==> config.mk <==
export PLATFORM = sky130hd
export DESIGN_NAME = hazard_ctrl_flat
export DESIGN_NICKNAME = d
export VERILOG_FILES = /design/src/rtl/hazard_ctrl_if.sv /design/src/rtl/hazard_ctrl.sv /design/src/flat_wrapper.sv
export SDC_FILE = /design/constraint.sdc
export NUM_CORES = 1
export LEC_CHECK = 0
export CORE_AREA = 5 5 65 61
export CTS_BUF_LIST = sky130_fd_sc_hd__clkbuf_2 sky130_fd_sc_hd__clkbuf_4 sky130_fd_sc_hd__clkbuf_8
export DETAILED_ROUTE_END_ITERATION = 8
export DIE_AREA = 0 0 70 66
export PLACE_DENSITY = 0.75
export SETUP_SLACK_MARGIN = 0.15
export SLEW_MARGIN = 20
export SYNTH_ARGS = -nofsm -noshare
export SYNTH_HDL_FRONTEND = slang
export SYNTH_SLANG_ARGS = --single-unit
==> constraint.sdc <==
create_clock -name clk -period 1.3 [get_ports clk]
set_clock_uncertainty 0.05 [all_clocks]
set_input_delay 0.195 -clock clk [delete_from_list [all_inputs] [get_ports clk]]
set_output_delay 0.195 -clock clk [all_outputs]
set_load 0.1 [all_outputs]
==> src/rtl/hazard_ctrl_if.sv <==
// hazard_ctrl_if: bundles the hazard controller's pipeline-side inputs and control outputs.
//   Inputs to the controller: id_rs/id_rt/id_use_rs/id_use_rt (decode operands), ex_rd/ex_regwr/
//   ex_dmld (EX writer), mem_rd/mem_regwr, wb_rd/wb_regwr (later writers), br_taken, mem_busy.
//   Outputs from the controller: pc_en, ifid_en/ifid_clr, idex_en/idex_clr, rfd1sel/rfd2sel,
//   wait_err, stall_cnt.
//   master: pipeline side that drives the hazard inputs; slave: the controller itself.
interface hazard_ctrl_if #(parameter int REG_W = 5, parameter int CNT_W = 16);
   logic [REG_W-1:0] id_rs, id_rt, ex_rd, mem_rd, wb_rd;
   logic             id_use_rs, id_use_rt, ex_regwr, ex_dmld, mem_regwr, wb_regwr;
   logic             br_taken, mem_busy;
   logic             pc_en, ifid_en, ifid_clr, idex_en, idex_clr, wait_err;
   logic [1:0]       rfd1sel, rfd2sel;
   logic [CNT_W-1:0] stall_cnt;
   modport master (
      output id_rs, id_rt, id_use_rs, id_use_rt, ex_rd, ex_regwr, ex_dmld,
             mem_rd, mem_regwr, wb_rd, wb_regwr, br_taken, mem_busy,
      input  pc_en, ifid_en, ifid_clr, idex_en, idex_clr, rfd1sel, rfd2sel, wait_err, stall_cnt
   );
   modport slave (
      input  id_rs, id_rt, id_use_rs, id_use_rt, ex_rd, ex_regwr, ex_dmld,
             mem_rd, mem_regwr, wb_rd, wb_regwr, br_taken, mem_busy,
      output pc_en, ifid_en, ifid_clr, idex_en, idex_clr, rfd1sel, rfd2sel, wait_err, stall_cnt
   );
endinterface

==> src/rtl/hazard_ctrl.sv <==
// hazard_ctrl: pipeline stall/bubble/flush sequencer and operand forwarding select generator.
//   clk : clock, rising edge
//   clr : synchronous active-high reset
//   hz  : hazard_ctrl_if.slave (decode/EX/MEM/WB hazard inputs, PC and stage-register controls,
//         forwarding selects, sticky wait_err, stall_cnt)
//   Optional macro HAZ_PERF_CNT_EN: enables the saturating stall-cycle counter on stall_cnt;
//   without it stall_cnt is tied to zero and no counter flops exist.
module hazard_ctrl #(
   parameter int REG_W    = 5,
   parameter int MAX_WAIT = 15,
   parameter int CNT_W    = 16
) (
   input logic          clk,
   input logic          clr,
   hazard_ctrl_if.slave hz
);
   localparam int               WC_W   = $clog2(MAX_WAIT + 2);
   localparam logic [WC_W-1:0]  WC_MAX = WC_W'(MAX_WAIT + 1);
   localparam logic [REG_W-1:0] R0     = '0;
   typedef enum logic [1:0] {RUN = 2'd0, LDSTALL = 2'd1, MEMWAIT = 2'd2} state_t;
   state_t          r_state, w_next;
   logic [WC_W-1:0] r_wcnt;
   logic            r_wait_err;
   logic            w_lu, w_pc_en, w_ifid_en, w_ifid_clr, w_idex_en, w_idex_clr;
   // In LDSTALL the load that caused the bubble has moved to MEM, so it must not stall again.
   assign w_lu = hz.ex_dmld & hz.ex_regwr & (hz.ex_rd != R0) & (r_state != LDSTALL) &
                 ((hz.id_use_rs & (hz.id_rs == hz.ex_rd)) | (hz.id_use_rt & (hz.id_rt == hz.ex_rd)));
   always_ff @(posedge clk) begin
      if (clr) r_state <= RUN;
      else     r_state <= w_next;
   end
   // A taken branch squashes the ID instruction, so its load-use hazard never stalls.
   always_comb begin
      w_next = hz.mem_busy ? MEMWAIT : (!hz.br_taken && w_lu) ? LDSTALL : RUN;
   end
   always_comb begin
      w_pc_en    = 1'b1;
      w_ifid_en  = 1'b1;
      w_idex_en  = 1'b1;
      w_ifid_clr = 1'b0;
      w_idex_clr = 1'b0;
      if (clr) begin
         w_pc_en    = 1'b0;
         w_ifid_clr = 1'b1;
         w_idex_clr = 1'b1;
      end else if (hz.mem_busy) begin
         w_pc_en   = 1'b0;
         w_ifid_en = 1'b0;
         w_idex_en = 1'b0;
      end else if (hz.br_taken) begin
         w_ifid_clr = 1'b1;
         w_idex_clr = 1'b1;
      end else if (w_lu) begin
         w_pc_en    = 1'b0;
         w_ifid_en  = 1'b0;
         w_idex_clr = 1'b1;
      end
   end
   // Wait counter saturates at MAX_WAIT+1; the flag latches on the edge that reaches it.
   always_ff @(posedge clk) begin
      if (clr) begin
         r_wcnt     <= '0;
         r_wait_err <= 1'b0;
      end else if (hz.mem_busy) begin
         if (r_wcnt != WC_MAX) r_wcnt <= r_wcnt + 1'b1;
         r_wait_err <= r_wait_err | (r_wcnt >= WC_MAX - 1'b1);
      end else begin
         r_wcnt <= '0;
      end
   end
   assign hz.pc_en    = w_pc_en;
   assign hz.ifid_en  = w_ifid_en;
   assign hz.ifid_clr = w_ifid_clr;
   assign hz.idex_en  = w_idex_en;
   assign hz.idex_clr = w_idex_clr;
   assign hz.wait_err = r_wait_err;
   // MEM result is younger than WB, so it wins when both match.
   assign hz.rfd1sel = (clr || hz.id_rs == R0) ? 2'b00 :
                       (hz.mem_regwr && hz.mem_rd == hz.id_rs) ? 2'b01 :
                       (hz.wb_regwr && hz.wb_rd == hz.id_rs) ? 2'b10 : 2'b00;
   assign hz.rfd2sel = (clr || hz.id_rt == R0) ? 2'b00 :
                       (hz.mem_regwr && hz.mem_rd == hz.id_rt) ? 2'b01 :
                       (hz.wb_regwr && hz.wb_rd == hz.id_rt) ? 2'b10 : 2'b00;
`ifdef HAZ_PERF_CNT_EN
   logic [CNT_W-1:0] r_stall_cnt;
   always_ff @(posedge clk) begin
      if (clr)                         r_stall_cnt <= '0;
      else if (!w_pc_en && !(&r_stall_cnt)) r_stall_cnt <= r_stall_cnt + 1'b1;
   end
   assign hz.stall_cnt = r_stall_cnt;
`else
   assign hz.stall_cnt = {CNT_W{1'b0}};
`endif
endmodule

==> src/flat_wrapper.sv <==
// flat-port wrapper written by rule: the top's interface ports become plain ports
module hazard_ctrl_flat 
#(
   parameter int REG_W    = 5,
   parameter int MAX_WAIT = 15,
   parameter int CNT_W    = 16
)
  (clk, clr, hz_id_rs, hz_id_rt, hz_id_use_rs, hz_id_use_rt, hz_ex_rd, hz_ex_regwr, hz_ex_dmld, hz_mem_rd, hz_mem_regwr, hz_wb_rd, hz_wb_regwr, hz_br_taken, hz_mem_busy, hz_pc_en, hz_ifid_en, hz_ifid_clr, hz_idex_en, hz_idex_clr, hz_rfd1sel, hz_rfd2sel, hz_wait_err, hz_stall_cnt);
  hazard_ctrl_if #(.REG_W(REG_W), .CNT_W(CNT_W)) hz_i ();
  input logic clk;
  input logic clr;
  input wire logic [$bits(hz_i.id_rs)-1:0] hz_id_rs;
  input wire logic [$bits(hz_i.id_rt)-1:0] hz_id_rt;
  input wire logic [$bits(hz_i.id_use_rs)-1:0] hz_id_use_rs;
  input wire logic [$bits(hz_i.id_use_rt)-1:0] hz_id_use_rt;
  input wire logic [$bits(hz_i.ex_rd)-1:0] hz_ex_rd;
  input wire logic [$bits(hz_i.ex_regwr)-1:0] hz_ex_regwr;
  input wire logic [$bits(hz_i.ex_dmld)-1:0] hz_ex_dmld;
  input wire logic [$bits(hz_i.mem_rd)-1:0] hz_mem_rd;
  input wire logic [$bits(hz_i.mem_regwr)-1:0] hz_mem_regwr;
  input wire logic [$bits(hz_i.wb_rd)-1:0] hz_wb_rd;
  input wire logic [$bits(hz_i.wb_regwr)-1:0] hz_wb_regwr;
  input wire logic [$bits(hz_i.br_taken)-1:0] hz_br_taken;
  input wire logic [$bits(hz_i.mem_busy)-1:0] hz_mem_busy;
  output wire logic [$bits(hz_i.pc_en)-1:0] hz_pc_en;
  output wire logic [$bits(hz_i.ifid_en)-1:0] hz_ifid_en;
  output wire logic [$bits(hz_i.ifid_clr)-1:0] hz_ifid_clr;
  output wire logic [$bits(hz_i.idex_en)-1:0] hz_idex_en;
  output wire logic [$bits(hz_i.idex_clr)-1:0] hz_idex_clr;
  output wire logic [$bits(hz_i.rfd1sel)-1:0] hz_rfd1sel;
  output wire logic [$bits(hz_i.rfd2sel)-1:0] hz_rfd2sel;
  output wire logic [$bits(hz_i.wait_err)-1:0] hz_wait_err;
  output wire logic [$bits(hz_i.stall_cnt)-1:0] hz_stall_cnt;
  assign hz_i.id_rs = hz_id_rs;
  assign hz_i.id_rt = hz_id_rt;
  assign hz_i.id_use_rs = hz_id_use_rs;
  assign hz_i.id_use_rt = hz_id_use_rt;
  assign hz_i.ex_rd = hz_ex_rd;
  assign hz_i.ex_regwr = hz_ex_regwr;
  assign hz_i.ex_dmld = hz_ex_dmld;
  assign hz_i.mem_rd = hz_mem_rd;
  assign hz_i.mem_regwr = hz_mem_regwr;
  assign hz_i.wb_rd = hz_wb_rd;
  assign hz_i.wb_regwr = hz_wb_regwr;
  assign hz_i.br_taken = hz_br_taken;
  assign hz_i.mem_busy = hz_mem_busy;
  assign hz_pc_en = hz_i.pc_en;
  assign hz_ifid_en = hz_i.ifid_en;
  assign hz_ifid_clr = hz_i.ifid_clr;
  assign hz_idex_en = hz_i.idex_en;
  assign hz_idex_clr = hz_i.idex_clr;
  assign hz_rfd1sel = hz_i.rfd1sel;
  assign hz_rfd2sel = hz_i.rfd2sel;
  assign hz_wait_err = hz_i.wait_err;
  assign hz_stall_cnt = hz_i.stall_cnt;
  hazard_ctrl #(.REG_W(REG_W), .MAX_WAIT(MAX_WAIT), .CNT_W(CNT_W)) u_core (.clk(clk), .clr(clr), .hz(hz_i));
endmodule
==> impl_metrics.py <==
metrics = {
    "run_status": {
        "status": "finished with violations",
        "violations": "setup timing",
    },
    "placement": {
        "numPortBuffers": 44,
        "place_ws_ns": -0.978,
        "place_hpwl_mm": 2.81,
        "place_congestion": 0.863,
        "place_area_mm2": 0.00185,
        "dp_cells": 226,
    },
    "sta": {
        "fin_crit_sh_pct": 136,
        "rsz0062_at_grt": "true",
        "setup_viol": 8,
        "hold_viol": 0,
        "fin_crit_ns": 1.77,
        "fmax_ghz": 0.564,
        "holdWs_ns": 0.154,
        "post-route-worst-setup-slack_ns": -0.474,
        "slew_violations": 0,
    },
    "pwr": {
        "power.leakage_nw": 0.937,
        "finalPower_mw": 1.31,
        "ir_drop_uv": 482,
        "power.density_mw_per_mm2": 577,
    },
    "die": {
        "design.core.area_mm2": 0.00325,
        "dieArea_mm2": 0.00462,
        "start_util_pct": 28.4,
        "fp.dieH_um": 66,
        "die_w_um": 70,
        "rows": 20,
        "ios": 61,
    },
    "clock_tree": {
        "clock_path_buffers": 2,
        "cts_buffers": 3,
        "htreeDepth": 1,
        "cts_root_buf": "clkbuf_4",
        "numClockSinks": 8,
        "clk_pin_slew_ns": 0.06,
        "cts_tree": "built",
        "clk_latency_ns": 0.26,
    },
    "synthesis": {
        "synth_cell_types": 28,
        "synthTopCellsByArea": "xor2_1, dfxtp_1, buf_4",
        "yosysWarnings": 0,
        "synthCells": 113,
        "yosysTopAreaCell": "xor2_1",
        "seq_area_frac_synth_pct": 17.3,
        "syn_area_um2": 925,
        "ys_ff_latch": 8,
        "synthFlopType": "dfxtp_1",
        "synth-edff-count": 0,
        "synth.avg_cell_area_um2": 8.18,
        "synthArstFlopShare_pct": 0,
        "synth.top_cell.area_share_pct": 23.7,
    },
    "detailed_routing": {
        "ant_nets": 0,
        "wl_mm": 3.75,
        "dr.pass1.iters": 4,
        "via_per_inst": 4.32,
        "drtIter0Drc": 31,
        "vias": 1088,
        "routedWlPerCell_um": 14.9,
        "drc_errors": 0,
    },
    "finish": {
        "antenna_cells": 0,
        "fin_cells": 252,
        "fillers": 247,
        "layout.nets": 247,
        "final_layout_size_suffix_gt1_share_pct": 66.3,
        "final_area_mm2": 0.00227,
        "areaGrowthSynthToFinish_pct": 145,
    },
    "hold_path": {
        "hp-class": "in -> reg",
    },
    "setup_path": {
        "cp-start-kind": "input port",
        "critPathArrivalTime_ns": 1.53,
        "path_class": "in -> out",
        "worst_path_largest_cell_delay_ns": 0.39,
        "crit_chain": "buf_6 -> xor2_1 -> nor4_2 -> a32oi_2 -> o31a_2 -> buf_12",
        "cp_top_family": "compound AO/OA/AOI/OAI gates",
        "worst-path-buf-inv": 2,
        "crit_path_top_delay_cell": "o31a_2",
        "end_kind": "output port",
        "cp_max_fo": 4,
        "crit_required_ns": 1.05,
    },
    "grt": {
        "grt_pass1_wl_mm": 5.71,
        "gr-total-overflow": 0,
        "grt_usage_pct": 15.8,
        "first_global_vias": 1197,
        "antenna_found_initial": 0,
        "grt_max_degree": 6,
    },
    "job": {
        "max_cap_violations": 0,
    },
}
## worst register-to-register path, cell delays in order, from the launching register on
cell     delay, ns
dfxtp_4       0.36
inv_4         0.06
ha_4          0.14
nand2_4       0.05
nor3_4        0.20
mux2i_1       0.25
nor2_1        0.05
## metrics by stage
step	setup TNS [ns]	utilization, %
floorplan	-3.07	-
global placement	-9.77	57.0
detailed placement	-10.14	57.0
CTS	-3.24	65.0
global route	-3.53	69.7
finish	-2.94	69.7
## per-layer routing
| metal | vias up | GRT usage (%) | share of wire [%] |
|---|---|---|---|
| li1 | 540 | - | - |
| met1 | 526 | 16.7 | 38 |
| met2 | 20 | 31.6 | 59 |
| met3 | 2 | 3.50 | 3.1 |
| met4 | 0 | 3.59 | 0.51 |
| met5 | - | 0 | 0 |
## cell families after synthesis
family	after synthesis	share of synthesized area (%)
XOR/XNOR	33	31.3
multiplexers	1	1.08
adder cells (fa/ha/maj)	3	4.06
flip-flops	8	17.3
other	1	0.406
buffers and inverters	23	15.8
AO/OA/AOI/OAI	10	8.52
AND/OR/NAND/NOR	34	21.5
## cell type report
class                      count  area (µm²)  area share (%)
tap                           44        55.1            2.43
sequential                     8         169            7.45
inverter                       7        48.8            2.15
multi-input combinational     97         980            43.2
timing repair buffer          92         983            43.4
clock buffer                   4        30.0            1.33
## Yosys cell counts (all sizes together) (2+ instances only)
master  number
nand3        5
dfxtp        8
a21oi        3
nor3b        2
inv          7
o21bai       2
nor2        10
ha           3
xnor2        8
or4          3
buf         16
nor4         6
o31a         2
xor2        25
nor3         2
## cells in the final DEF (no fill, tap or decap), drive strengths merged, types with 6 or more instances in the layout
master,n
buf,81
xor2,25
conb,16
nor2,10
xnor2,8
dfxtp,8
clkdlybuf4s50,7
nor4,6
clkbuf,6
## power by group
group	switching (mW)	leakage, nW	internal (mW)	total [mW]
Clock	0.0960	0.0184	0.139	0.235
Sequential	0.00501	0.0669	0.248	0.253
Combinational	0.490	0.852	0.330	0.820
## final timing paths
| check | cells past startpoint | slack [ns] | end | startpoint |
|---|---|---|---|---|
| hold reg to reg | 2 | 0.48 | u_core.hz.wait_err | u_core.hz.wait_err |
| setup / recovery | 6 | -0.47 | hz_ifid_en | hz_id_rt[2] |
| setup reg to reg | 6 | 0.02 | u_core.r_wcnt[1] | u_core.r_wcnt[0] |
| hold / removal | 3 | 0.15 | u_core.r_state[1] | clr |
## what timing repair did
action,CTS,global route
pin swaps,37,22
gates resized for setup,153,32
hold buffers,0,0
setup endpoints to repair,16,15
buffers inserted,16,6
## registers in the layout (all words and copies together) (netlist names)
| signal | cells |
|---|---|
| u_core.r_wcnt | 5 |
| u_core.r_state | 2 |
| u_core.hz.wait_err | 1 |
No activity file was read; power rests on OpenSTA's default activity.
==> RTL change 1, RTL diff (config.mk and constraints unchanged) <==
`CNT_W` is set to 16 in 3 places; all go to 20.
--- a/src/rtl/hazard_ctrl_if.sv
+++ b/src/rtl/hazard_ctrl_if.sv
@@ -5,5 +5,5 @@
 //   wait_err, stall_cnt.
 //   master: pipeline side that drives the hazard inputs; slave: the controller itself.
-interface hazard_ctrl_if #(parameter int REG_W = 5, parameter int CNT_W = 16);
+interface hazard_ctrl_if #(parameter int REG_W = 5, parameter int CNT_W = 20);
    logic [REG_W-1:0] id_rs, id_rt, ex_rd, mem_rd, wb_rd;
    logic             id_use_rs, id_use_rt, ex_regwr, ex_dmld, mem_regwr, wb_regwr;
--- a/src/rtl/hazard_ctrl.sv
+++ b/src/rtl/hazard_ctrl.sv
@@ -9,5 +9,5 @@
    parameter int REG_W    = 5,
    parameter int MAX_WAIT = 15,
-   parameter int CNT_W    = 16
+   parameter int CNT_W    = 20
 ) (
    input logic          clk,
--- a/src/flat_wrapper.sv
+++ b/src/flat_wrapper.sv
@@ -4,5 +4,5 @@
    parameter int REG_W    = 5,
    parameter int MAX_WAIT = 15,
-   parameter int CNT_W    = 16
+   parameter int CNT_W    = 20
 )
   (clk, clr, hz_id_rs, hz_id_rt, hz_id_use_rs, hz_id_use_rt, hz_ex_rd, hz_ex_regwr, hz_ex_dmld, hz_mem_rd, hz_mem_regwr, hz_wb_rd, hz_wb_regwr, hz_br_taken, hz_mem_busy, hz_pc_en, hz_ifid_en, hz_ifid_clr, hz_idex_en, hz_idex_clr, hz_rfd1sel, hz_rfd2sel, hz_wait_err, hz_stall_cnt);
Interface: changed (resized hz_stall_cnt); port bits go from 61 to 65. The function was not compared with the original's and may differ.
==> RTL change 1 against the unedited design <==
The flow still finishes with violations (negative setup slack). Area after synthesis grew 3.2%. Total power grew 1.5%. Synthesized cell count grew 3.5%. Final area shrank 4.8%. Setup slack lost 0.045 ns. Wire length shrank 3.5%. Sequential cell count is the same. Critical path depth is the same. Critical path type unchanged. Critical endpoint unchanged. Highest routed layer unchanged.
==> RTL change 1: results (changes against the unedited design) <==
[global_routing]
grt_pass1_wl_um = 5706  ; was 5713 um
grt_pass1_vias = 1221  ; was 1197
grtUsageTotal_pct = 15.68  ; was 15.77%

[synth]
synth_commonest_cells = xor2_1, buf_4, nor2_1  ; unchanged
yosys-top-cells-area = xor2_1, dfxtp_1, buf_4  ; unchanged
synthCells = 117  ; was 113

[run_status]
status = finished, violations left  ; unchanged
violations = negative setup slack  ; unchanged

[pwr]
ir_drop_mv = 0.8350  ; was 0.4819 mV
leakage_uw = 0.0008925  ; was 0.0009372 uW

[sta]
fin_ws_ns = -0.5184  ; was -0.4737 ns
fin_tns_setup_ns = -2.986  ; was -2.936 ns
setup_viol = 7  ; was 8
whs_ns = 0.1280  ; was 0.1545 ns

[setup_path]
crit_arrival_ns = 1.57  ; was 1.53 ns
rrSetupSlack_ns = 0.04  ; was 0.02 ns
cp-startpoint = hz_ex_rd[2]  ; was hz_id_rt[2]

[placed_design]
hpwl_um = 2798  ; was 2809 um
dp_cells = 230  ; was 226
place_congestion = 0.8450  ; was 0.8633

[finish]
final_cells = 249  ; was 252
drive_above_1_share_pct = 59.02  ; was 66.35%

[hold_path]
hp-start = hz_br_taken  ; was clr
hold_end = u_core.r_state[0]  ; was u_core.r_state[1]

[detailed_routing]
detail_route.vias_per_cell = 4.446  ; was 4.317
wire_per_inst_um = 14.54  ; was 14.89 um

-- RTL change 1: cell types whose count changed after synthesis --
cell	delta
buf_4	+4
-- RTL change 1: cell families (layout without fill, tap and decap cells) --
family | after synthesis | count (layout) | synth area share, %
XOR/XNOR | 33 | 33 | 30.28
adder cells (fa/ha/maj) | 3 | 3 | 3.932
AND/OR/NAND/NOR | 34 | 34 | 20.84
multiplexers | 1 | 1 | 1.049
buffers and inverters | 27 | 96 | 18.48
AO/OA/AOI/OAI | 10 | 10 | 8.256
flip-flops | 8 | 8 | 16.78
other | 1 | 20 | 0.3928
-- RTL change 1: what timing repair did --
item,CTS,global route
pin swaps,39,24
resized for setup,139,23
buffers inserted,10,5
endpoints found under the setup margin,16,15
-- RTL change 1: area by class of cell --
type	count	area, sq um
tap	44	55.05
sequential	8	168.9
multi-input combinational	101	937.1
inverter	7	48.80
timing repair buffer	85	917.1
clock buffer	4	30.03
fill	256	1096
-- RTL change 1: tightest hold or removal path, delay by kind of cell --
kind                   cells  cell delay (ns)
and+or+nand+nor            1             0.03
buffers and inverters      2             0.18
-- RTL change 1: metrics by stage --
step	setup slack (ns)	instance area, sq um
finish	-0.5184	2157
global route	-0.6104	2157
CTS	-0.5197	2047
detailed placement	-0.9524	1856
global placement	-0.9206	1856
floorplan	-0.6744	1215
-- RTL change 1: metal layers --
metal / track usage, % / wire, um / part of all wire (%) / vias to the layer above
li1: - / - / - / 536
met3: 2.432 / 161 / 4.4 / 4
met5: 0 / 0 / 0 / -
met1: 17.25 / 1330 / 37 / 535
met2: 30.42 / 2073 / 57 / 32
met4: 5.502 / 55 / 1.5 / 0
-- RTL change 1: where the power goes --
group	internal [uW]	switching, uW	leakage, uW
logic	307	523	0.000807
clock network	140	105	0.0000184
registers	248	5.05	0.0000669
-- RTL change 1: worst max path at each step --
stage | to | slack, ns | cells past startpoint
after floorplan | hz_idex_clr | -0.67 | 4
after global placement | hz_pc_en | -0.92 | 6
after detailed placement | hz_ifid_en | -0.95 | 6
after CTS | hz_ifid_en | -0.52 | 6
after global routing | hz_ifid_en | -0.61 | 6
final | hz_ifid_en | -0.52 | 6
==> RTL change 2, RTL diff (same settings) <==
Without the edit above. Encoding of `state_t`: now one-hot (3 bits for 3 states).
--- a/src/rtl/hazard_ctrl.sv
+++ b/src/rtl/hazard_ctrl.sv
@@ -18,5 +18,5 @@
    localparam logic [WC_W-1:0]  WC_MAX = WC_W'(MAX_WAIT + 1);
    localparam logic [REG_W-1:0] R0     = '0;
-   typedef enum logic [1:0] {RUN = 2'd0, LDSTALL = 2'd1, MEMWAIT = 2'd2} state_t;
+   typedef enum logic [2:0] {RUN = 3'b001, LDSTALL = 3'b010, MEMWAIT = 3'b100} state_t;
    state_t          r_state, w_next;
    logic [WC_W-1:0] r_wcnt;
Behaviour: same outputs for any inputs over 10 cycles, from zero or initial values; not proved beyond that.
==> RTL change 2 against the unedited design <==
The flow still finishes with violations (negative setup slack). Final area decreased by 8.2%. Area after synthesis rose by 5.7%. Setup slack improved by 0.0098 ns. Total power is 4.3% lower. Critical endpoint is now hz_pc_en. Wire length decreased by 12%. Largest cell class is now multi-input combinational cells. Clock power down 12%. Final cell count fell by 6.3%. Critical path type is now reg2out. Maximum frequency grew 0.56%. Sequential cell count is 1 higher. Core utilization is 5.7 points lower. Register-to-register slack worse by 0.12 ns.
==> RTL change 2: results (changes against the unedited design) <==
[setup_path]
cp-startpoint = u_core.r_state[2]  ; was hz_id_rt[2]
worstPathMaxFanout = 5  ; was 4
timing.rr.start = u_core.r_wcnt[0]  ; unchanged
critical_path.max_stage_delay_ns = 0.34  ; was 0.39 ns
crit_arrival_ns = 1.52
cp_slowest_cell = o311ai_4  ; was o31a_2
worst_path_dominant_cell_family = compound AO/OA/AOI/OAI gates  ; unchanged

[run_status]
status = finished, violations left  ; unchanged
violations = negative setup slack  ; unchanged

[detailed_routing]
dr_wl_met3_um = 213  ; was 117 um
wl_met1_um = 1207  ; was 1411 um
dr.first_iter.drc_count = 25  ; was 31
maxUsedRoutingLayer = met4  ; unchanged
drtPass1Iterations = 4  ; unchanged
wire_per_inst_um = 13.93  ; was 14.89 um
route.met2.wl_um = 1791  ; was 2204 um
detail_route.vias_per_cell = 4.619  ; was 4.317

[clocking]
cts.clk_slew.worst_paths_ns = 0.06  ; about the same
cts_buffer_depth = 2  ; unchanged
clk_latency_ns = 0.26  ; about the same
ctsRootBufferMaster = clkbuf_4  ; unchanged
cts_inserted_buffers = 3  ; unchanged
htreeDepth = 1  ; unchanged

[synth]
async_flop_share_pct = 0  ; unchanged
synth.yosys.seq_area_share_pct = 18.44  ; was 17.32%
ys.flop_type = dfxtp_1  ; unchanged
yosys-top-cells-area = dfxtp_1, xor2_1, xnor2_1  ; was xor2_1, dfxtp_1, buf_4
ys_types = 29  ; was 28
synth_commonest_cells = xor2_1, buf_4, xnor2_1  ; was xor2_1, buf_4, nor2_1
synth.avg_cell_area_sq_um = 8.076  ; was 8.183 sq um

[sta]
fin_tns_setup_ns = -2.675  ; was -2.936 ns
fin_ws_ns = -0.4638  ; was -0.4737 ns
setup_viol = 12  ; was 8

[placed_design]
dp_cells = 224  ; was 226
place_congestion = 0.8828  ; was 0.8633
place_area_sq_mm = 0.001777  ; was 0.001853 sq mm
pre_cts_slack_ns = -0.7859  ; was -0.9777 ns
portBuffers = 44  ; unchanged
hpwl_um = 2581  ; was 2809 um

[finish]
largest_register = u_core.r_wcnt  ; unchanged
final_nets = 231  ; was 247
final_cells = 236  ; was 252
largest_reg_flops = 5  ; unchanged
num_antenna_cells = 0  ; unchanged
drive_above_1_share_pct = 55.73  ; was 66.35%

[global_routing]
grt_pass1_wl_um = 5333  ; was 5713 um
grt_pass1_vias = 1173  ; was 1197
antenna_found_initial = 0  ; unchanged
grtUsageTotal_pct = 14.22  ; was 15.77%
grt_max_degree = 7  ; was 6

[pwr]
ir_drop_mv = 0.2791  ; was 0.4819 mV
leakage_uw = 0.0008192  ; was 0.0009372 uW

[hold_path]
hp-start = clr  ; unchanged
hold_path.class = in2reg  ; unchanged

-- RTL change 2: final timing paths --
path / end / slack (ns) / cells past startpoint
worst max-delay path: hz_pc_en / -0.46 / 4
worst min-delay path: u_core.hz.wait_err / 0.19 / 3
worst max register to register: u_core.r_wcnt[0] / -0.10 / 5
worst min register to register: u_core.hz.wait_err / 0.46 / 2
-- RTL change 2: routing by layer --
| layer | GRT usage (%) | vias up |
|---|---|---|
| met5 | 0 | - |
| met4 | 4.306 | 0 |
| met3 | 3.191 | 8 |
| met2 | 27.12 | 51 |
| met1 | 15.68 | 510 |
| li1 | - | 521 |
-- RTL change 2: logic make-up after synthesis --
logic type	count (synthesis)	share of synthesized area [%]
buffers and inverters	24	15.37
XOR/XNOR	32	28.68
flip-flops	9	18.44
adder cells (fa/ha/maj)	3	3.842
AND/OR/NAND/NOR	39	22.53
AO/OA/AOI/OAI	13	10.76
other	1	0.3838
-- RTL change 2: layout make-up --
type | count | area [sq um]
timing repair buffer | 68 | 770.7
sequential | 9 | 191.4
clock buffer | 3 | 22.52
inverter | 8 | 47.55
tap | 44 | 55.05
multi-input combinational | 103 | 987.2
fill | 276 | 1174
clock inverter | 1 | 5.005
-- RTL change 2: timing repair --
action | CTS | global route
endpoints found under the setup margin | 17 | 17
pin swaps | 36 | 25
gates resized for setup | 131 | 31
setup buffers | 3 | 5
hold buffers | 0 | 0
-- RTL change 2: where the power goes --
group | switching, uW | internal [uW]
Sequential | 8.10 | 281
Clock | 92.8 | 113
Combinational | 473 | 283
-- RTL change 2: tightest hold or removal path: cells and delay by family --
| family | cells | cell delay (ns) |
|---|---|---|
| buffers and inverters | 2 | 0.21 |
| AND/OR/NAND/NOR | 1 | 0.04 |
